`src/rtl/imem_loader.sv`:
```
// Byte-stream loader for the instruction memory: writes accepted bytes at
// addresses 0..len-1, keeps a running checksum and stalls the core until done.
module imem_loader #(
  parameter int ADDR_WIDTH = 7,
  parameter int DEPTH      = 128,
  parameter int TIMEOUT    = 1024
) (
  input  logic                  clk,
  input  logic                  rst_n,
  input  logic                  start,
  input  logic [ADDR_WIDTH:0]   len,
  input  logic                  s_valid,
  input  logic [7:0]            s_data,
  output logic                  s_ready,
  output logic                  we_imem,
  output logic [ADDR_WIDTH-1:0] w_addr_imem,
  output logic [7:0]            w_data_imem,
  output logic [7:0]            checksum,
  output logic                  busy,
  output logic                  done,
  output logic                  err,
  output logic                  cpu_hold
);

  localparam int TW = $clog2(TIMEOUT + 1);
  localparam logic [ADDR_WIDTH:0] DEPTH_L = (ADDR_WIDTH + 1)'(DEPTH);
  localparam logic [TW-1:0]       TMAX    = TW'(TIMEOUT - 1);

  typedef enum logic [1:0] {IDLE, LOAD, DONE, ERROR} state_t;

  state_t                state;
  logic [ADDR_WIDTH:0]   len_q;
  logic [ADDR_WIDTH-1:0] count;
  logic [TW-1:0]         timer;
  logic                  accept;
  logic                  len_bad;
  logic                  last_byte;

  assign s_ready   = (state == LOAD);
  assign accept    = s_valid && s_ready;
  assign len_bad   = (len == '0) || (len > DEPTH_L);
  assign last_byte = ({1'b0, count} == (len_q - 1'b1));

  assign busy     = (state == LOAD);
  assign done     = (state == DONE);
  assign err      = (state == ERROR);
  assign cpu_hold = (state != DONE);

  always_ff @(posedge clk) begin
    if (!rst_n) begin
      state       <= IDLE;
      len_q       <= '0;
      count       <= '0;
      timer       <= '0;
      we_imem     <= 1'b0;
      w_addr_imem <= '0;
      w_data_imem <= '0;
      checksum    <= '0;
    end else begin
      // write strobe is a one-cycle pulse; address/data hold between writes
      we_imem <= 1'b0;
      case (state)
        IDLE, DONE, ERROR: begin
          if (start) begin
            if (len_bad) begin
              state <= ERROR;
            end else begin
              state    <= LOAD;
              len_q    <= len;
              count    <= '0;
              checksum <= '0;
              timer    <= '0;
            end
          end
        end
        LOAD: begin
          // an accept on the expiry cycle wins over the timeout
          if (accept) begin
            we_imem     <= 1'b1;
            w_addr_imem <= count;
            w_data_imem <= s_data;
            count       <= count + 1'b1;
            checksum    <= checksum + s_data;
            timer       <= '0;
            if (last_byte) state <= DONE;
          end else if (timer == TMAX) begin
            state <= ERROR;
          end else begin
            timer <= timer + 1'b1;
          end
        end
        default: state <= IDLE;
      endcase
    end
  end

endmodule

```
`config.mk`:
```
export PLATFORM = sky130hd
export DESIGN_NAME = imem_loader
export DESIGN_NICKNAME = d
export VERILOG_FILES = /design/src/rtl/imem_loader.sv
export SDC_FILE = /design/constraint.sdc
export NUM_CORES = 1
export LEC_CHECK = 0
export BUFFER_PORTS_ARGS = -buffer_cell sky130_fd_sc_hd__buf_2
export CAP_MARGIN = 20
export CORE_MARGIN = 2
export CORE_UTILIZATION = 50
export CTS_CLUSTER_SIZE = 25
export DETAILED_ROUTE_END_ITERATION = 10
export PLACE_DENSITY = 0.84
export SLEW_MARGIN = 25
export SYNTH_ARGS = -nofsm -noshare
export SYNTH_HDL_FRONTEND = slang
export SYNTH_SLANG_ARGS = --single-unit
```
`constraint.sdc`:
```
create_clock -name clk -period 2.25 [get_ports clk]
set_input_delay 0.225 -clock clk [delete_from_list [all_inputs] [get_ports clk]]
set_output_delay 0.225 -clock clk [all_outputs]
set_load 0.005 [all_outputs]
```
# Word level (Yosys, flattened, before mapping)

Cells that the tools add are included.

Muxes and demuxes: 20
Reductions and logical operators: 11
Add/subtract/negate cells: 4
Equal/unequal tests: 12
Magnitude comparators: 1
Bitwise operators: 1

Operators with widths:

| cell                                                                     | number |
|---|---|
| 11-bit two-way mux                                                       | 4 |
| 8-bit two-way mux                                                        | 3 |
| 11-bit case mux with 2 select lines                                      | 1 |
| 7-bit two-way mux                                                        | 3 |
| 8-bit case mux with 2 select lines                                       | 1 |
| 7-bit case mux with 2 select lines                                       | 1 |
| 3-bit AND reduction                                                      | 4 |
| 11-bit by 1-bit adder with 11-bit output (second input constant)         | 1 |
| 11-bit by 10-bit == test with 1-bit output (second input constant)       | 1 |
| 2-bit two-way mux                                                        | 5 |
| 8-bit adder                                                              | 1 |
| 7-bit by 8-bit == test with 1-bit output                                 | 1 |
| 8-bit > comparator (second input constant)                               | 1 |
| 8-bit zero test                                                          | 1 |
| 8-bit by 1-bit subtractor with 8-bit output (second input constant)      | 1 |
| 7-bit by 1-bit adder with 7-bit output (second input constant)           | 1 |
| 2-bit inequality test (second input constant)                            | 3 |
| 2-bit == test (second input constant)                                    | 2 |
| 2-bit case mux with 2 select lines                                       | 1 |
| 2-bit AND reduction                                                      | 2 |
| 3-bit by 1-bit inequality test with 1-bit output (second input constant) | 1 |
| 3-bit by 2-bit inequality test with 1-bit output (second input constant) | 1 |
| 3-bit inequality test (second input constant)                            | 1 |
| 3-bit OR reduction                                                       | 1 |
| 7 further kinds                                                          | 7 |

Bits in registers: 52
Output and inout bits: 29
Bits of input ports: 20
Word-level logic and storage cells: 57

# Longest topological paths before layout

Gate-level depths: netlist (run 1).

Depth after elaboration: 5
Depth in mapped cells: 8
Gate-level depth less buffers: 8

# Worst setup path before layout (run 1)

Ideal clock, no wire load.

Path type: reg2reg
Start: register checksum[0]
End: register checksum[6]
Cell stages (with the launch flop): 9
Path buffers: 0
Setup slack: 0.410 ns
Data required time: 2.127 ns
Clock period less this slack: 1.840 ns
Setup time: 0.123 ns
Arrival time: 1.717 ns
Cells stage by stage: dfxtp_1 ha_1 fa_1 a21o_1 a21oi_1 o21bai_1 a21oi_1 xor2_1 o21ai_0

Cells in the longest elaborated chain, start to end: 3

RTL lines:

| element                            | RTL line | source |
|---|---|---|
| from (decl)                        | 18       | `output logic [7:0] checksum,` |
| from (signal assigned)             | 83       | `checksum <= checksum + s_data;` |
| 8-bit adder                        | 83       |  |
| 8-bit two-way mux                  | 78       | `if (accept) begin` |
| 8-bit case mux with 2 select lines | 62       | `case (state)` |

Every way passes these cells. The select of a mux whose other input is x is not followed.
A chain may end at the register's enable or synchronous reset.

# Worst setup path after layout (run 1)

Start: register len_q[0]
End: register state[1]

Cells in the longest elaborated chain, start to end: 4

RTL lines:

| element                                                    | RTL line | source |
|---|---|---|
| from (decl)                                                | 32       | `logic [ADDR_WIDTH:0] len_q;` |
| from (signal assigned)                                     | 69       | `len_q <= len;` |
| 8-bit by 1-bit subtractor with 8-bit output                | 42       | `assign last_byte = ({1'b0, count} == (len_q - 1'b1));` |
| 7-bit by 8-bit == test with 1-bit output                   | 42       |  |
| 3-bit by 2-bit inequality test with 1-bit output (no line) | n/a      |  |
| 3-bit AND reduction (no line)                              | n/a      |  |
| to (signal assigned)                                       | 51       | `state <= IDLE;` |
| to (signal assigned)                                       | 66       | `state <= ERROR;` |
| to (signal assigned)                                       | 68       | `state <= LOAD;` |
| to (decl)                                                  | 31       | `state_t state;` |

Every way passes these cells.

==> flow_summary.yaml, run 1 <==
synthesis:
  synth_area_per_cell_sq_um: 8.709
  synth_area_sq_mm: 0.002648
  synthDistinctLibCells: 45
  netlist.area_leader.share: 0.3932
  synth-main-ff-cell: "dfxtp_1"
  synthArstFlopShare: 0
  ys_ff_latch: 52
  ys_warn_count: 0
  synthTopCellsByArea: "dfxtp_1 39%, nand2_1 9.2%, a21boi_0 6.5%"
  synth-edff-count: 0
  postSynthCellCount: 304
  synth_area_leader_cell: "dfxtp_1"
  syn-num-nets: 335
  ys_seq_area_frac: 0.3932
detailed_routing:
  dr.pass1.iters: 4
  wl_per_cell_um: 13.38
  detail-route-antenna-nets: 0
  drc: 0
  via_per_inst: 5.301
  via_count: 2237
  routed_wl_um: 5645
  drt-initial-drc-count: 106
sta:
  setup_viol: 0
  min_period_over_period: 0.9028
  hold_viol_final: 0
  fin_crit_ns: 2.031
  worst_hold_slack_ns: 0.1653
  maxSlewHeadroom: 0.6811
  setup_ws_ns: 0.2187
  grt_setup_unrepaired: "false"
  skew_ns: 0.007433
  worstMarginPinSlew_ns: 0.4784
  fmax_mhz: 492.3
  slew_violations: 0
  tns_ns: 0
grt:
  grt_pass1_wl_um: 9749
  overflow: 0
  antenna_found_initial: 0
  grt_max_degree: 22
  grt_use_total: 0.2011
  grt_pass1_vias: 2167
setup_path:
  regToRegEndpoint: "state[1]$_SDFFE_PN0P_"
  crit_fanout: 6
  cp-endpoint: "state[1]$_SDFFE_PN0P_"
  critPathCaptureType: "register"
  critical_path_class: "register to register"
  rr_worst_depth: 7
  startpoint_type: "register"
  worstPathArrival_ns: 2.29
  worstReg2RegStart: "len_q[0]$_SDFFE_PN0P_"
  rrSetupSlack_ns: 0.22
  critical_path.startpoint: "len_q[0]$_SDFFE_PN0P_"
  cp.required_ns: 2.51
pwr:
  ir_drop_uv: 322.2
  clkPwrFrac: 0.309
  p_comb_frac: 0.159
  leakagePower_uw: 0.001265
  switchingPower_uw: 509.6
  power.density_mw_per_mm2: 603.0
  power.internal_uw: 1323
  p_sw_frac: 0.2781
  p_seq_frac: 0.533
place:
  post_dp_cell_area_sq_mm: 0.002942
  hpwl_um: 4196
  finalWeightedCongestion: 0.8182
  io_buffers: 48
  place_ws_ns: 0.2638
run:
  drv_cap: 0
clocking:
  ctsHoldBuffers: 0
  root_buffer: "clkbuf_8"
  cts_buffers: 5
  post_cts_buffers: 0
  ctsLongestPathBuffers: 2
  cts_tree: "built"
  clock-sinks: 52
  cts_resized: 0
  clk_latency_ns: 0.31
  clkSlewWorstSetupHoldPaths_ns: 0.10
  htreeDepth: 2
floorplan:
  initial_core_util: 0.5184
  core.rowCount: 26
  die-width_um: 76.77
  die_y_um: 76.77
  core_region_area_sq_mm: 0.005107
  ios: 49
  die-area_sq_mm: 0.005893
finish:
  num_antenna_cells: 0
  final_layout_size_suffix_gt1_frac: 0.2017
  fillers: 474
  design_area_sq_mm: 0.003039
  num-nets-final: 382
  syn_to_final_growth_pct: 14.79
worst_hold_path:
  hp-class: "input pin to register"
outcome:
  status: "completed"
-- placed cells by master (no fill, tap or decap), types with 2 or more instances in the layout --
cell	instances
nand4_1	5
nand2b_1	2
nor4_4	2
nand3_1	9
nor3b_2	2
o21ai_0	12
and3_1	6
a22o_1	3
xor2_1	14
inv_1	8
a21o_1	2
xnor2_1	14
nor4_1	2
o311a_1	2
buf_4	4
nor2b_1	2
clkinvlp_4	2
and2_1	5
a21oi_1	7
ha_1	10
nand2_1	65
dfxtp_1	52
a211oi_1	2
nor2_1	18
or3_1	2
a21boi_0	23
o21a_1	4
nor3_2	2
nor3_1	3
clkbuf_8	6
buf_2	48
-- power by group through the flow --
stage                     clock network, uW  logic (uW)  registers, uW
final                                   566         291            976
after global placement                    0         277            996
after detailed placement                  0         289            998
after CTS                               575         291            976
after global routing                    611         323            981
after floorplan                           0         202            995
-- how the worst min path moves through the flow --
stage	end	depth (start not counted)	from
floorplan	w_data_imem[0]$_SDFFE_PN0P_	2	s_data[0]
global placement	w_data_imem[0]$_SDFFE_PN0P_	2	w_data_imem[0]$_SDFFE_PN0P_
detailed placement	w_data_imem[1]$_SDFFE_PN0P_	2	w_data_imem[1]$_SDFFE_PN0P_
CTS	w_data_imem[0]$_SDFFE_PN0P_	3	s_data[0]
global route	len_q[2]$_SDFFE_PN0P_	3	len[2]
finish	w_data_imem[4]$_SDFFE_PN0P_	3	s_data[4]
-- synth_stat cells (all sizes together), types with 2 or more instances --
master and count:
xor2 14, a21o 3, dfxtp 52, nor3b 2, and3 6, a21oi 7, nor3 5, nand4 5
nand2 65, and2 5, nand2b 2, buf 6, o21a 4, nor2 19, a211oi 2, nand3 9
a21boi 23, inv 8, nor2b 2, or3 2, o311a 2, ha 10, nor4 4, a22o 3
o21ai 12, xnor2 14, clkbuf 6
-- metal layers --
metal	routed length [um]	vias up	GRT usage
li1	-	1137	-
met1	2524	1055	0.2380
met2	2837	37	0.3570
met3	184	8	0.04118
met4	98	0	0.07455
met5	0	-	0
-- per-stage QoR --
step | cells | util | power [uW]
final | 422 | 0.5951 | 1833
after global routing | 422 | 0.5951 | 1916
after CTS | 422 | 0.5951 | 1843
after detailed placement | 414 | 0.5759 | 1287
after global placement | 414 | 0.5759 | 1273
after floorplan | 304 | - | 1197
-- cells by family (layout without fill, tap and decap cells) --
logic type / after synthesis / count (layout) / share of synthesized area
compound gates: 62 / 62 / 0.1720
xor+xnor: 28 / 28 / 0.09263
fa+ha+maj: 11 / 11 / 0.05482
buf+inv: 20 / 68 / 0.03544
flops: 52 / 52 / 0.3932
simple gates: 131 / 131 / 0.2519
-- flip-flops by register name (all words and copies together) (netlist names) --
| name | flops |
|---|---|
| checksum | 8 |
| count | 7 |
| len_q | 8 |
| state | 2 |
| timer | 11 |
| w_addr_imem | 7 |
| w_data_imem | 8 |
| we_imem | 1 |
-- area by class of cell --
| cell class | count | area [sq um] | area share |
|---|---|---|---|
| Timing Repair Buffer | 52 | 270.3 | 0.08893 |
| Inverter | 8 | 30.03 | 0.009881 |
| Clock buffer | 6 | 82.58 | 0.02717 |
| Sequential cell | 52 | 1041 | 0.3425 |
| Clock inverter | 2 | 15.01 | 0.004940 |
| Tap cell | 70 | 87.58 | 0.02882 |
| Multi-Input combinational cell | 232 | 1513 | 0.4977 |
-- critical path: stages, from the launching register on --
cell	delay, ns
dfxtp_1	0.41
inv_1	0.07
ha_1	0.28
xor2_1	0.18
o31a_1	0.30
nor4_1	0.30
and3_1	0.27
o311a_1	0.17
Note: power is estimated with default switching activity, not from simulation.
==> run 2, diff against run 1 <==
- clock period: 2.25 -> 2.3 ns (I/O delays scaled with it)
==> flow_summary.yaml, run 2 (same netlist as run 1, synthesis figures left out) <==
grt:
  antenna_found_initial: 0
  overflow: 0
  grt_pass1_wl_um: 9280
  grt_max_degree: 22
  grt_use_total: 0.1905
  grt_pass1_vias: 2167
setup_path:
  path_buf_inv: 0
  critical_path_class: "register to register"
  worstPathArrival_ns: 2.28
  crit_fanout: 4
  crit_chain: "ha_1 > a211oi_1 > nor2_1 > o32ai_1 > xor2_1 > a21oi_1 > o22ai_1"
  critPathTopFamily: "compound AO/OA/AOI/OAI gates"
  crit_path_max_incr_delay_ns: 0.41
  cp.required_ns: 2.54
  startpoint_type: "register"
  critPathCaptureType: "register"
  critPathSlowestCell: "o32ai_1"
finish:
  top_register: "timer"
  fillers: 464
  largest_register_ffs: 11
  num-nets-final: 382
  num_antenna_cells: 0
  syn_to_final_growth_pct: 15.69
  layout_commonest_cell: "nand2_1"
  fin_cells: 422
  final_cell_mix: "65 x nand2_1, 52 x dfxtp_1, 48 x buf_2"
  final_layout_size_suffix_gt1_frac: 0.2017
floorplan:
  initial_core_util: 0.5184
  die-width_um: 76.77
  core.rowCount: 26
  die_y_um: 76.77
  die-area_sq_mm: 0.005893
  core_region_area_sq_mm: 0.005107
  ios: 49
run:
  drv_cap: 0
place:
  io_buffers: 48
  finalWeightedCongestion: 0.8419
  place_ws_ns: 0.3068
  hpwl_um: 3997
  dpl.cell_count: 414
clocking:
  root_buffer: "clkbuf_8"
  ctsHoldBuffers: 0
  clkSlewWorstSetupHoldPaths_ns: 0.10
  cts_buffers: 5
  cts_tree: "built"
  htreeDepth: 2
  post_cts_buffers: 0
  cts_resized: 0
  clk_latency_ns: 0.31
  clock-sinks: 52
  ctsLongestPathBuffers: 2
sta:
  fmax_mhz: 491.3
  hold_viol_final: 0
  maxSlewHeadroom: 0.6855
  setup_ws_ns: 0.2646
  grt_setup_unrepaired: "false"
  min_period_over_period: 0.8850
  worstMarginPinSlew_ns: 0.4718
  tns_ns: 0
  skew_ns: 0.01158
  fin_crit_ns: 2.035
  slew_violations: 0
  setup_viol: 0
detailed_routing:
  drc: 0
  dr.pass1.iters: 4
  via_count: 2238
  detail-route-antenna-nets: 0
  via_per_inst: 5.303
  wl_per_cell_um: 12.88
  routed_wl_um: 5437
  drt-initial-drc-count: 128
pwr:
  leakagePower_uw: 0.001283
  p_sw_frac: 0.2589
  p_comb_frac: 0.148
  clkPwrFrac: 0.348
  p_seq_frac: 0.503
  ir_drop_uv: 284.4
  switchingPower_uw: 491.2
  power.density_mw_per_mm2: 619.4
  power.internal_uw: 1406
  total_power_uw: 1897
outcome:
  status: "completed"
worst_hold_path:
  hp-class: "input pin to register"
[run 2: changes by cell type in the layout (fill, tap and decap cells not counted), sizes merged]
cell      change
bufinv        +1
clkinvlp      -2
clkinv        +1
[run 2: layout make-up]
class                           instances  area [sq um]  area share
Tap cell                               70         87.58     0.02859
Sequential cell                        52          1041      0.3399
Timing Repair Buffer                   52         270.3     0.08824
Inverter                                8         30.03    0.009804
Clock buffer                            6         82.58     0.02696
Multi-Input combinational cell        232          1513      0.4939
Clock inverter                          2         38.79     0.01266
[run 2: final timing paths]
kind | to | slack [ns] | depth (start not counted) | from
worst max-delay path | checksum[7]$_SDFFE_PN0P_ | 0.26 | 7 | checksum[1]$_SDFFE_PN0P_
worst min-delay path | w_data_imem[4]$_SDFFE_PN0P_ | 0.17 | 3 | s_data[4]
worst max register to register | checksum[7]$_SDFFE_PN0P_ | 0.26 | 7 | checksum[1]$_SDFFE_PN0P_
worst min register to register | w_addr_imem[3]$_SDFFE_PN0P_ | 0.46 | 2 | w_addr_imem[3]$_SDFFE_PN0P_
[run 2: worst register-to-register path: stages, from the launching register on]
cell and delay, ns:
dfxtp_1 0.40, ha_1 0.27, a211oi_1 0.29, nor2_1 0.13
o32ai_1 0.41, xor2_1 0.25, a21oi_1 0.10, o22ai_1 0.13
[run 2: power by group through the flow]
stage	registers [uW]	clock network [uW]	logic, uW
floorplan	973	0	198
global placement	974	0	271
detailed placement	976	0	280
CTS	955	673	283
global route	960	704	314
finish	955	661	281
[run 2: per-stage QoR]
stage / utilization / instance area [sq um] / hold slack (ns)
after detailed placement: 0.5759 / 2942 / 0.4528
after CTS: 0.5997 / 3063 / 0.1720
after global routing: 0.5997 / 3063 / 0.1892
after global placement: 0.5759 / 2942 / 0.4475
after floorplan: - / 2648 / 0.3749
final: 0.5997 / 3063 / 0.1733
[run 2: per-layer routing]
metal	GRT usage	vias to the layer above	wire length, um
met2	0.3430	32	2803
li1	-	1137	-
met5	0	-	0
met1	0.2242	1061	2384
met4	0.08000	0	86
met3	0.02824	8	163
==> run 3, diff against run 2 <==
- ABC_AREA: not set -> 1
- CORE_UTILIZATION: 50 -> 41
- PLACE_DENSITY: 0.84 -> 0.72
==> flow_summary.yaml, run 3 <==
finish:
  syn_to_final_growth_pct: 13.03
  num_antenna_cells: 0
  layout_commonest_cell: "nand2_1"
  design_area_sq_mm: 0.003224
  top_register: "timer"
  fin_cells: 547
  fillers: 683
  largest_register_ffs: 11
  num-nets-final: 497
  final_layout_size_suffix_gt1_frac: 0.1670
  final_cell_mix: "102 x nand2_1, 66 x nor2_1, 52 x dfxtp_1"
synthesis:
  yosys-top-cells-count: "102 x nand2_1, 66 x nor2_1, 52 x dfxtp_1"
  synth-edff-count: 0
  netlist.area_leader.share: 0.3649
  ys_seq_area_frac: 0.3649
  syn-num-nets: 452
  synthTopCellsByArea: "dfxtp_1 36%, nand2_1 13%, nor2_1 8.7%"
  synth_area_per_cell_sq_um: 6.776
  synth-main-ff-cell: "dfxtp_1"
  ys_ff_latch: 52
  synthArstFlopShare: 0
  synthDistinctLibCells: 32
  synth_area_leader_cell: "dfxtp_1"
  postSynthCellCount: 421
  synth_most_common_cell: "nand2_1"
  synth_area_sq_mm: 0.002853
  ys_warn_count: 0
floorplan:
  initial_core_util: 0.4222
  core.rowCount: 30
  ios: 49
  die-width_um: 87.42
  core_region_area_sq_mm: 0.006756
  die_y_um: 87.42
  die-area_sq_mm: 0.007641
sta:
  hold_viol_final: 0
  fmax_mhz: 549.2
  min_period_over_period: 0.7917
  tns_ns: 0
  fin_crit_ns: 1.821
  slew_violations: 0
  setup_viol: 0
  worst_hold_slack_ns: 0.1565
  maxSlewHeadroom: 0.5783
  grt_setup_unrepaired: "false"
  worstMarginPinSlew_ns: 0.6319
  skew_ns: 0.008988
detailed_routing:
  drc: 0
  via_per_inst: 4.976
  wl_per_cell_um: 11.97
  routed_wl_um: 6546
  dr.pass1.iters: 5
  via_count: 2722
  detail-route-antenna-nets: 0
  drt-initial-drc-count: 162
clocking:
  ctsLongestPathBuffers: 2
  cts_resized: 0
  clock-sinks: 52
  cts_buffers: 5
  ctsHoldBuffers: 0
  clk_latency_ns: 0.31
  clkSlewWorstSetupHoldPaths_ns: 0.11
  root_buffer: "clkbuf_8"
  post_cts_buffers: 0
  htreeDepth: 2
  cts_tree: "built"
run:
  drv_cap: 0
pwr:
  clkPwrFrac: 0.284
  total_power_uw: 1945
  switchingPower_uw: 625.3
  power.density_mw_per_mm2: 603.2
  p_comb_frac: 0.207
  power.internal_uw: 1320
  ir_drop_uv: 284.1
  p_seq_frac: 0.509
  leakagePower_uw: 0.001581
  p_sw_frac: 0.3215
grt:
  overflow: 0
  grt_max_degree: 26
  grt_pass1_wl_um: 10980
  grt_use_total: 0.1811
  grt_pass1_vias: 2514
  antenna_found_initial: 0
setup_path:
  critPathSlowestCell: "dfxtp_1"
  crit_path_max_incr_delay_ns: 0.38
  cp.depth: 15
  cp.required_ns: 2.55
  critical_path_class: "register to register"
  startpoint_type: "register"
  critPathCaptureType: "register"
  rr_worst_depth: 15
  path_buf_inv: 2
  crit_fanout: 5
  cpMostUsedCell: "nand2_1"
  worstPathArrival_ns: 2.07
  critPathTopFamily: "simple AND/OR/NAND/NOR gates"
  crit_chain: "inv_1 > ha_1 > nand2_1 > inv_1 > nor2_1 > nand2_1 > nor2_1 > nand3_1 > nor2_1 > nand2_1 > nand2_1 > nand2_1 > nand2_1 > nand2_1 > nor2_1"
place:
  finalWeightedCongestion: 0.9338
  io_buffers: 48
  post_dp_cell_area_sq_mm: 0.003133
  hpwl_um: 4832
  dpl.cell_count: 539
worst_hold_path:
  hold_path_depth: 3
  hp-class: "input pin to register"
outcome:
  status: "completed"
==> run 3: changes by cell type after synthesis, sizes merged, moves of 9 or more <==
cell,change
a21boi,-22
a21oi,+19
inv,+45
nand2,+39
nand3,+20
nor2,+57
o21ai,+18
xnor2,-9
xor2,-9
==> run 3: layer usage <==
metal / track usage / vias up / share of wire
met5: 0 / - / 0
met4: 0.06294 / 0 / 0.014
met3: 0.03981 / 9 / 0.050
met2: 0.2989 / 67 / 0.46
met1: 0.2324 / 1222 / 0.48
li1: - / 1424 / -
==> run 3: final cells by class <==
class                   count  area, sq um  area share
inverters                  53        201.4     0.06248
flip-flops and latches     52         1041      0.3229
repair buffers             50        255.2     0.07916
multi-input cells         304         1535      0.4761
clock inverters             3        22.52    0.006985
well taps                  80        100.1     0.03104
clock buffers               5        68.82     0.02134
==> run 3: power by group through the flow <==
stage               Sequential, uW  Clock (uW)  Combinational [uW]
finish                         990         552                 403
floorplan                     1010           0                 289
global placement              1010           0                 392
global route                   998         598                 461
CTS                            991         559                 405
detailed placement            1010           0                 403
==> run 3: worst paths after layout <==
kind,startpoint,to,slack (ns)
worst max-delay path,len_q[0]$_SDFFE_PN0P_,state[0]$_SDFFE_PN0P_,0.48
worst min-delay path,s_data[5],w_data_imem[5]$_SDFFE_PN0P_,0.16
worst max register to register,len_q[0]$_SDFFE_PN0P_,state[0]$_SDFFE_PN0P_,0.48
worst min register to register,timer[6]$_SDFFE_PN0P_,timer[6]$_SDFFE_PN0P_,0.47
==> run 3: cell families after synthesis <==
family | count (synthesis) | share of synthesized area
simple gates | 221 | 0.3404
buf+inv | 65 | 0.09693
compound gates | 62 | 0.1162
flops | 52 | 0.3649
fa+ha+maj | 11 | 0.05088
xor+xnor | 10 | 0.03070
==> run 3: metrics by stage <==
stage	setup WS (ns)	util
floorplan	0.7068	-
global placement	0.5005	0.4637
detailed placement	0.4659	0.4637
CTS	0.4769	0.4772
global route	0.2331	0.4772
finish	0.4791	0.4772
==> run 3: worst min-delay path: cells and delay by family <==
kind          cells  cell delay, ns
simple gates      2            0.12
buf+inv           1            0.09
